### config.mk
export PLATFORM = sky130hd
export DESIGN_NAME = reflet_timer
export DESIGN_NICKNAME = d
export VERILOG_FILES = /design/src/rtl/reflet_timer.sv
export SDC_FILE = /design/constraint.sdc
export NUM_CORES = 1
export LEC_CHECK = 0
export ABC_AREA = 1
export CORE_MARGIN = 2
export CORE_UTILIZATION = 60
export DETAILED_ROUTE_END_ITERATION = 6
export PLACE_DENSITY = 0.85
export SETUP_SLACK_MARGIN = 0.5
export SLEW_MARGIN = 20
export SYNTH_ARGS = -nofsm -noshare
export SYNTH_HDL_FRONTEND = slang
export SYNTH_SLANG_ARGS = --single-unit
### constraint.sdc
create_clock -name clk -period 2.5 [get_ports clk]
set_input_delay 0.25 -clock clk [delete_from_list [all_inputs] [get_ports clk]]
set_output_delay 0.25 -clock clk [all_outputs]
set_load 0.005 [all_outputs]
### src/rtl/reflet_timer.sv
// Byte-wide down-counting timer with five bus registers, an 8-bit prescaler and a level irq.
// Bus reads and writes return data_out registered, one cycle after the access.
`timescale 1ns/1ps
module reflet_timer #(
  parameter int addr_size = 16,
  parameter int base_addr = 0
) (
  input  logic                 clk,
  input  logic                 reset,
  input  logic                 enable,
  input  logic [addr_size-1:0] addr,
  input  logic                 write_en,
  input  logic [7:0]           data_in,
  output logic [7:0]           data_out,
  output logic                 irq,
  output logic                 tick_out
);
  localparam logic [addr_size-1:0] BASE = addr_size'(base_addr);

  logic [7:0] cfg_q, cfg_d, presc_q, presc_d, reload_q, reload_d;
  logic [7:0] count_q, count_d, pcnt_q, pcnt_d, dout_q, dout_d;
  logic       flag_q, flag_d, irq_q, irq_d, tick_q, tick;
  logic [addr_size-1:0] off;
  logic       sel, wr, wr_cfg, wr_presc, wr_reload, wr_count, wr_sts;
  logic [7:0] rdata;

  assign off       = addr - BASE;
  assign sel       = enable && (addr >= BASE) && (off <= addr_size'(4));
  assign wr        = sel && write_en;
  assign wr_cfg    = wr && (off[2:0] == 3'd0);
  assign wr_presc  = wr && (off[2:0] == 3'd1);
  assign wr_reload = wr && (off[2:0] == 3'd2);
  assign wr_count  = wr && (off[2:0] == 3'd3);
  assign wr_sts    = wr && (off[2:0] == 3'd4);
  assign tick      = cfg_q[0] && (pcnt_q == presc_q);

  always_comb begin
    rdata = 8'h00;
    case (off[2:0])
      3'd0:    rdata = cfg_q;
      3'd1:    rdata = presc_q;
      3'd2:    rdata = reload_q;
      3'd3:    rdata = count_q;
      3'd4:    rdata = {7'd0, flag_q};
      default: rdata = 8'h00;
    endcase
  end

  always_comb begin
    cfg_d    = cfg_q;
    presc_d  = presc_q;
    reload_d = reload_q;
    count_d  = count_q;
    flag_d   = flag_q;
    pcnt_d   = (cfg_q[0] && !tick) ? pcnt_q + 8'd1 : 8'd0;
    // W1C is applied first so a same-cycle hardware set overrides it.
    if (wr_sts && data_in[0]) flag_d = 1'b0;
    // A COUNT write on a tick cycle suppresses the whole tick action.
    if (tick && !wr_count) begin
      if (count_q != 8'd0) begin
        count_d = count_q - 8'd1;
      end else begin
        flag_d = 1'b1;
        if (cfg_q[1]) count_d = reload_q;
        else          cfg_d[0] = 1'b0;
      end
    end
    if (wr_cfg)    cfg_d    = data_in;
    if (wr_presc)  presc_d  = data_in;
    if (wr_reload) reload_d = data_in;
    if (wr_count)  count_d  = data_in;
    if (wr_presc || wr_count) pcnt_d = 8'd0;
    dout_d = wr ? data_in : (sel ? rdata : 8'h00);
    irq_d  = flag_d && cfg_d[2];
  end

  always_ff @(posedge clk or negedge reset) begin
    if (!reset) begin
      cfg_q    <= 8'h00;
      presc_q  <= 8'h00;
      reload_q <= 8'hFF;
      count_q  <= 8'h00;
      flag_q   <= 1'b0;
      pcnt_q   <= 8'h00;
      dout_q   <= 8'h00;
      irq_q    <= 1'b0;
      tick_q   <= 1'b0;
    end else begin
      cfg_q    <= cfg_d;
      presc_q  <= presc_d;
      reload_q <= reload_d;
      count_q  <= count_d;
      flag_q   <= flag_d;
      pcnt_q   <= pcnt_d;
      dout_q   <= dout_d;
      irq_q    <= irq_d;
      tick_q   <= tick;
    end
  end

  assign data_out = dout_q;
  assign irq      = irq_q;
  assign tick_out = tick_q;
endmodule
======== After elaboration in Yosys (flattened, before gate mapping) ========
Index checks and enable logic that the tools add are counted.
storage, ports and cells
  word-level logic and storage cells ...... 61
  register bits ........................... 51
  bits of input ports ..................... 28
  output and inout port bits .............. 10
operators by class
  eq/ne operators ......................... 7
  $lt $le $gt $ge ......................... 2
  reductions and logical operators ........ 23
  $add $sub $neg .......................... 2
  multiplexer cells ....................... 16
operators by type and width
  operator               count
  $mux W8                8
  $pmux W8 S5            1
  $ge A16 B1 Y1 const B  1
  $le A16 B3 Y1 const B  1
  $logic_and A1 B1 Y1    13
  $add A8 B1 Y8 const B  1
  $eq A8 B8 Y1           1
  $reduce_bool A8 Y1     1
  $sub A8 B1 Y8 const B  1
  $eq A3 B2 Y1 const B   2
  $mux W1                6
  $reduce_bool A2 Y1     2
  $eq A3 B1 Y1 const B   1
  $eq A3 B3 Y1 const B   1
  $logic_not A3 Y1       1
  $mux W3                1
  $reduce_and A3 Y1      1
  $reduce_bool A3 Y1     1
  $logic_not A1 Y1       2
  $ne A2 B1 Y1 const B   1
  $ne A2 B2 Y1 const B   1
  $reduce_and A2 Y1      1
  $logic_or A1 B1 Y1     1

======== Longest topological paths before layout ========
Gate-level depths: netlist (run 1).
  depth after elaboration ................. 10
  gate-level depth with buffers ........... 11
  gate-level depth less buffers ........... 11

======== Worst setup path after synthesis (run 1) ========
No wires, ideal clock.
  kind .................................... reg2reg
  from .................................... register count_q[0]
  to ...................................... register count_q[7]
  path buffers ............................ 0
  data required time ...................... 2376 ps
  stages on the path, launching flop included .. 10
  setup slack ............................. 1035 ps
  arrival time ............................ 1341 ps
  clock period less this slack ............ 1465 ps
  library setup time ...................... 124 ps
  cells stage by stage .................... dfrtp_1 -> inv_1 -> ha_1 -> nor3b_2 -> nand2_2 -> or2_1 -> nand2_1 -> nor2_1 -> nand2_1 -> nand3_1
on the way
  cells in the longest elaborated chain, start to end .. 4
  elaborated cells on any way between the ends .. 7
  those cells by class .................... 1 x add/sub; 3 x mux; 3 x reduce/logical
ends and longest elaborated chain
  item                                                 line    source
  start, declared                                      21      logic [7:0] count_q, count_d, pcnt_q, pcnt_d, dout_q, dout_d;
  start signal, assigned                               92      count_q <= count_d;
  $sub A8 B1 Y8 or $reduce_bool A8 Y1 (tied branches)  61, 60
  $mux W8                                              60      if (count_q != 8'd0) begin
  $mux W8                                              59      if (tick && !wr_count) begin
  $mux W8                                              71      if (wr_count) count_d = data_in;
Several ways; a longest one is shown, not always the timed one. The select of a mux whose other input is x is not followed.
A chain may end at the register's enable or synchronous reset.

======== Final worst setup path (run 1) ========
  from .................................... register count_q[1]
  to ...................................... register count_q[7]
The elaborated chain is that of the path after synthesis.

==> results of run 1 <==
-- worst min path at each step --
stage / startpoint / end / cells past startpoint / slack (ns)
after CTS: reset / count_q[7] / 2 / 0.07
after global routing: reset / presc_q[7] / 2 / 0.11
after detailed placement: reset / data_out[0] / 2 / 0.41
after floorplan: reset / cfg_q[0] / 0 / -0.05
after global placement: reset / data_out[0] / 2 / 0.39
final: reset / pcnt_q[0] / 2 / 0.04
-- where the power goes --
part	leakage (nW)	switching, mW	internal [mW]	total [mW]
Clock	0.0558	0.284	0.303	0.586
Sequential	0.684	0.0000962	0.825	0.825
Combinational	0.945	0.0613	0.0456	0.107
Total	1.68	0.345	1.17	1.52
-- registers in the layout (all words and copies together), names as in the netlist --
signal and count:
irq 1, tick_out 1, reload_q 8, pcnt_q 8, count_q 8, presc_q 8
data_out 8, cfg_q 8, flag_q 1
-- through the flow --
stage               power (mW)  setup WS [ns]  area [sq um]
floorplan                0.872           1.03          3030
detailed placement       0.949          0.490          3440
global route              1.57          0.568          3560
CTS                       1.53          0.721          3560
global placement         0.946          0.543          3440
finish                    1.52          0.697          3560
-- layout by cell type, fill, tap and decap left out, types with 7 or more instances in the layout --
master / n
sky130_fd_sc_hd__nand2_1: 97
sky130_fd_sc_hd__inv_1: 58
sky130_fd_sc_hd__dfrtp_1: 43
sky130_fd_sc_hd__nand3_1: 38
sky130_fd_sc_hd__clkdlybuf4s50_1: 36
sky130_fd_sc_hd__nor2_1: 34
sky130_fd_sc_hd__o21ai_0: 27
sky130_fd_sc_hd__o21ai_1: 15
sky130_fd_sc_hd__inv_2: 8
sky130_fd_sc_hd__o21ai_2: 8
sky130_fd_sc_hd__dfstp_2: 8
sky130_fd_sc_hd__xor2_1: 7
sky130_fd_sc_hd__nand2_2: 7
-- worst max-delay path, delay by kind of cell, from the launching register on --
kind	cells	cell delay [ns]
AND/OR/NAND/NOR	7	0.99
flip-flops	1	0.40
adder cells (fa/ha/maj)	1	0.17
buffers and inverters	1	0.13
-- cell families after synthesis --
kind of cell               count (synthesis)
AOI/OAI and AO/OA                         64
adders and majority gates                  3
xor gates and xnor gates                  11
DFF                                       51
buffers and inverters                     75
and+or+nand+nor                          196
-- routing by layer --
layer,part of all wire,vias up
li1,-,1342
met1,0.43,1239
met2,0.47,113
met3,0.064,29
met4,0.036,0
met5,0,-
-- final cells by class --
type / instances / area [sq um] / area share
tap: 67 / 83.8 / 0.0236
sequential: 51 / 1290 / 0.362
timing repair buffer: 39 / 380 / 0.107
clock inverter: 2 / 38.8 / 0.0109
clock buffer: 6 / 72.6 / 0.0204
inverter: 68 / 259 / 0.0728
multi-input combinational: 274 / 1440 / 0.404
==> results.txt, run 1 <==
Portion of netlist area occupied by mux cells - 0
Class of the worst hold path - input pin to asynchronous set/reset pin
Top-Level Pins - 38
Worst setup path class - flip-flop to flip-flop
Portion of the post-synthesis area used by sequential elements - 0.424
Global-route wire length before repair - 11,900 um
Number of warnings reported in the yosys synthesis log - 0
Maximum fanout count along the critical path - 16
Total count of hold-check failures in the final report - 0
Maximum number of pins on one net before global-route repair - 52
Proportion of layout cells with a drive suffix above 1 - 0.134
Synthesized-area fraction occupied by ao, oa, aoi and oai cells - 0.126
Rel. slew slack - 0.583
Setup Fix Bufs, Post-CTS - 0
Number of remaining DRC errors - 0
Core area - 0.00479 sq mm
Largest stage delay on the critical path - 0.40 ns
Die Area - 0.00564 sq mm
Post-route core utilization - 0.743
Share of flip-flops with an asynchronous set or reset after synthesis - 1.00
R2R Path End - count_q[7]
Most used standard cell by instance count after synthesis - sky130_fd_sc_hd__nand2_1
RSZ-0062 raised after global routing - false
Port-buffer cells - 37
Die height - 75.1 um
Syn Nets - 431
Maximum clock frequency - 0.555 GHz
Post-route insts no fill - 507
Startpoint type of the worst setup path - flip-flop
Final HPWL from detailed placement - 5420 um
Maximum clock insertion buffer count - 2
Leak - 1.68 nW
Number of flip-flops and latches in the synthesized netlist - 51
Die outline width - 75.1 um
Synth Area in Adders - 0.0124
Crit share post-route - 0.721
Total routing usage reported by global routing - 0.280
Critical path endpoint - count_q[7]
Final setup violation count - 0
Run status - finished clean
Leading post-synthesis cells by instance count - sky130_fd_sc_hd__nand2_1 (97), sky130_fd_sc_hd__inv_1 (58), sky130_fd_sc_hd__dfrtp_1 (43)
Power density cells - 427 mW/mm^2
Maximum ir drop on the vdd rail - 343 uV
CTS sink count - 51
Worst-margin pin slew - 0.625 ns
CP Data Arrival Time - 2.01 ns
Maximum level of the CTS H-tree - 2
Count of mapped cells out of synthesis - 400
Met2 track demand over resource in global routing - 0.467
Critical path, cell by cell - inv_1, ha_1, nor3b_2, nand2_2, or2_1, nand2_1, nor2_1, nand2_1, nand3_1
Remaining global-route overflow - 0
Average wire per cell in the routed design - 14.3 um
Initial DRT Pass Iterations - 5
Weighted congestion reported at the end of routability-driven placement - 0.912
Depth of the most critical reg-to-reg path - 9
Post-synth EDFFs - 0
Worst EP required - 2.71 ns
Met3 Usage GRT - 0.0562
Initial core utilization - 0.633
Max-cap violation count - 0
Fraction of met1 tracks used by global routing - 0.356
Setup slack, reg-to-reg - 0.70 ns
Distinct cells, synth - 39
Beginning of the critical path - count_q[1]
Worst Skew - 0.0123 ns
Layout net count - 470
Minimum clock period after layout - 1.80 ns
Xor and xnor area share after synthesis - 0.0318
Cell chosen for the clock root - sky130_fd_sc_hd__clkbuf_8
Total standard cell area after synthesis - 0.00303 sq mm
Most common cell on crit path - sky130_fd_sc_hd__nand2_1
Startpoint of the most critical register-to-register path - count_q[1]
Post-route antenna net violation count - 0
Cts hold-fix bufs - 0
Critical path endpoint category - flip-flop
Global route hottest layer - met2
Vias in the first global route - 2,574
Later-pin clock latency in the skew report - 0.32 ns
Primary flip-flop cell chosen by synthesis mapping - sky130_fd_sc_hd__dfrtp_1
Layout overhead on the synthesized area - 17.3%
Total negative setup slack - 0 ns
Worst hold slack - 0.0371 ns
CTS Buf Count - 5
# placed instances - 499
DR vias - 2,723
Area contributors post-synth - sky130_fd_sc_hd__dfrtp_1 (36%), sky130_fd_sc_hd__nand2_1 (12%), sky130_fd_sc_hd__inv_1 (7.2%)
Count of pins over their slew limit - 0
TritonCTS clock tree - done
Simple logic cell fraction of the synthesized area - 0.304
Yosys top cell area share - 0.355
Number of core rows - 25
DRT iter0 DRCs - 228
Biggest area consumer among synthesized cells - sky130_fd_sc_hd__dfrtp_1
Max stage delay cell, worst path - sky130_fd_sc_hd__dfrtp_1
Fill count - 401
Number of antenna violations at the first check in global routing - 0
Total Routed Length - 7230 um
Via/cell ratio - 5.37
# resized after CTS - 0
Ant. Diodes - 0
Clk slew on worst S/H paths - 0.09 ns
Dominant combinational cell family by area after synthesis - simple AND/OR/NAND/NOR gates
Post-synthesis area per instance - 7.58 sq um
(Power assumes the default switching activity.)
==> run 2, diff against run 1 <==
- CORE_UTILIZATION: 60 -> 56
- PLACE_DENSITY: 0.85 -> 0.8
- clock period: 2.5 -> 1.8 ns (I/O delays scaled with it)
==> results.txt, run 2 (same netlist as run 1, synthesis figures left out) <==
Core area - 0.00517 sq mm (was 0.00479 sq mm)
Layout net count - 514 (was 470)
Proportion of layout cells with a drive suffix above 1 - 0.353 (was 0.134)
Maximum fanout count along the critical path - 8 (was 16)
CP bufs+invs - 2 (was 1)
Placed inst area - 0.00356 sq mm (was 0.00344 sq mm)
Weighted congestion reported at the end of routability-driven placement - 0.898 (was 0.912)
Minimum setup slack in the final design - 0.0160 ns (was 0.697 ns)
TritonCTS clock tree - done (unchanged)
DRT iter0 DRCs - 330 (was 228)
Maximum clock frequency - 0.561 GHz (was 0.555 GHz)
Initial core utilization - 0.586 (was 0.633)
Die outline width - 77.6 um (was 75.1 um)
# placed instances - 513 (was 499)
Maximum clock insertion buffer count - 2 (unchanged)
Max-cap violation count - 0 (unchanged)
Global-route wire length before repair - 13,100 um (was 11,900 um)
Minimum clock period after layout - 1.78 ns (was 1.80 ns)
Clk slew on worst S/H paths - 0.10 ns (was 0.09 ns)
Commonest non-fill, non-tap cells in the layout - sky130_fd_sc_hd__nand2_1 (81), sky130_fd_sc_hd__inv_1 (45), sky130_fd_sc_hd__dfrtp_1 (41) (was sky130_fd_sc_hd__nand2_1 (97), sky130_fd_sc_hd__inv_1 (58), sky130_fd_sc_hd__dfrtp_1 (43))
Top-Level Pins - 38 (unchanged)
Power density cells - 515 mW/mm^2 (was 427 mW/mm^2)
Total count of hold-check failures in the final report - 0 (unchanged)
Startpoint type of the worst setup path - flip-flop (unchanged)
Average wire per cell in the routed design - 18.6 um (was 14.3 um)
Summed area of non-filler cells in the final layout - 0.00431 sq mm (was 0.00356 sq mm)
Worst hold slack - 0.366 ns (was 0.0371 ns)
Die height - 77.6 um (was 75.1 um)
Final setup violation count - 0 (unchanged)
Final HPWL from detailed placement - 5470 um (was 5420 um)
Leak - 2.14 nW (was 1.68 nW)
Port-buffer cells - 37 (unchanged)
Crit share post-route - 0.991 (was 0.721)
Total routing usage reported by global routing - 0.275 (was 0.280)
Post-route core utilization - 0.833 (was 0.743)
Die Area - 0.00602 sq mm (was 0.00564 sq mm)
Class of the worst hold path - input pin to asynchronous set/reset pin (unchanged)
Critical path, cell by cell - inv_1, nand2_1, nand2_1, nor2_1, nand2_2, nor2_4, buf_6, nor2_2, nand2_4, nor2_1 (was inv_1, ha_1, nor3b_2, nand2_2, or2_1, nand2_1, nor2_1, nand2_1, nand3_1)
Fill count - 272 (was 401)
Ant. Diodes - 0 (unchanged)
Critical path endpoint category - flip-flop (unchanged)
Initial DRT Pass Iterations - 5 (unchanged)
CTS sink count - 51 (unchanged)
Maximum number of pins on one net before global-route repair - 32 (was 52)
Total Routed Length - 10,300 um (was 7230 um)
Worst setup path class - flip-flop to flip-flop (unchanged)
DR vias - 3,307 (was 2,723)
Layout overhead on the synthesized area - 42.2% (was 17.3%)
Tot Pwr - 2.22 mW (was 1.52 mW)
Number of core rows - 26 (was 25)
Run status - finished clean (unchanged)
Worst-margin pin slew - 0.553 ns (was 0.625 ns)
Rel. slew slack - 0.631 (was 0.583)
Beginning of the critical path - presc_q[7] (was count_q[1])
Post-route antenna net violation count - 0 (unchanged)
Startpoint of the most critical register-to-register path - presc_q[7] (was count_q[1])
Most common library cell in the layout ignoring fill and taps - sky130_fd_sc_hd__nand2_1 (unchanged)
Max stage delay cell, worst path - sky130_fd_sc_hd__dfrtp_1 (unchanged)
Number of antenna violations at the first check in global routing - 0 (unchanged)
Largest stage delay on the critical path - 0.47 ns (was 0.40 ns)
Cell chosen for the clock root - sky130_fd_sc_hd__clkbuf_8 (unchanged)
Total negative setup slack - 0 ns (unchanged)
Worst Skew - 0.00514 ns (was 0.0123 ns)
Cell family with most CP delay - simple AND/OR/NAND/NOR gates (unchanged)
Worst EP required - 2.01 ns (was 2.71 ns)
Post-route insts no fill - 554 (was 507)
Setup slack, reg-to-reg - 0.02 ns (was 0.70 ns)
Vias in the first global route - 2,802 (was 2,574)
RSZ-0062 raised after global routing - true (was false)
Later-pin clock latency in the skew report - 0.32 ns (about the same)
Count of pins over their slew limit - 0 (unchanged)
CP Data Arrival Time - 1.99 ns (was 2.01 ns)
Via/cell ratio - 5.97 (was 5.37)
Place WS - 0.0137 ns (was 0.490 ns)
Number of remaining DRC errors - 0 (unchanged)
Maximum level of the CTS H-tree - 2 (unchanged)
CTS Buf Count - 5 (unchanged)
Remaining global-route overflow - 0 (unchanged)
Maximum ir drop on the vdd rail - 575 uV (was 343 uV)
run 2: cell types whose count changed in the layout (fill, tap and decap cells not counted), moves of 13 or more:
cell                              before  now
sky130_fd_sc_hd__buf_4                 2   31
sky130_fd_sc_hd__clkdlybuf4s50_1      36    9
sky130_fd_sc_hd__nor2_1               34   16
sky130_fd_sc_hd__nand2_1              97   81
sky130_fd_sc_hd__dlymetal6s2s_1        0   14
sky130_fd_sc_hd__dlygate4sd2_1         0   13
sky130_fd_sc_hd__inv_1                58   45
sky130_fd_sc_hd__nand2_2               7   20
run 2: what timing repair did:
action | in CTS | in global routing
gates cloned | 2 | 2
setup endpoints to repair | 57 | 51
pin swaps | 10 | 32
setup buffers | 13 | 15
endpoints found under the hold margin | 17 | 0
resized for setup | 44 | 89
hold buffers | 1 | 0
run 2: power breakdown:
group	internal, mW	total (mW)	switching [mW]
registers	1.15	1.15	0.000143
logic	0.0741	0.187	0.112
clock network	0.458	0.887	0.429
total	1.68	2.22	0.542
run 2: cell type report:
| cell class | count | area (sq um) | area share |
|---|---|---|---|
| repair buffers | 80 | 759 | 0.176 |
| inverters | 68 | 262 | 0.0607 |
| multi-input cells | 277 | 1790 | 0.415 |
| clock inverters | 2 | 38.8 | 0.00900 |
| flip-flops and latches | 51 | 1290 | 0.299 |
| clock buffers | 6 | 82.6 | 0.0192 |
| well taps | 70 | 87.6 | 0.0203 |
run 2: final timing paths:
check / end / cells after the start
max reg2reg: pcnt_q[2] / 10
min: data_out[0] / 2
max: pcnt_q[2] / 10
min in group clk: count_q[3] / 3
max in group asynchronous: reload_q[5] / 3
min reg2reg: reload_q[5] / 2
run 2: worst register-to-register path: cells and delay by family (launching register included):
kind,cells,cell delay [ns]
AND/OR/NAND/NOR,8,0.96
buffers and inverters,2,0.23
flip-flops,1,0.47
run 2: per-layer routing:
metal  wire, um  GRT usage  up-vias  part of all wire
met2       5040      0.452      254              0.49
met1       3800      0.362     1545              0.37
met3        950     0.0453       67             0.092
li1           -          -     1441                 -
met5          0          0        -                 0
met4        516      0.118        0             0.050
==> run 3, diff against run 2 <==
- GPL_TIMING_DRIVEN: not set -> 1
==> results of run 3 <==
The final DEF is identical to that of run 2; final timing and power are the same.
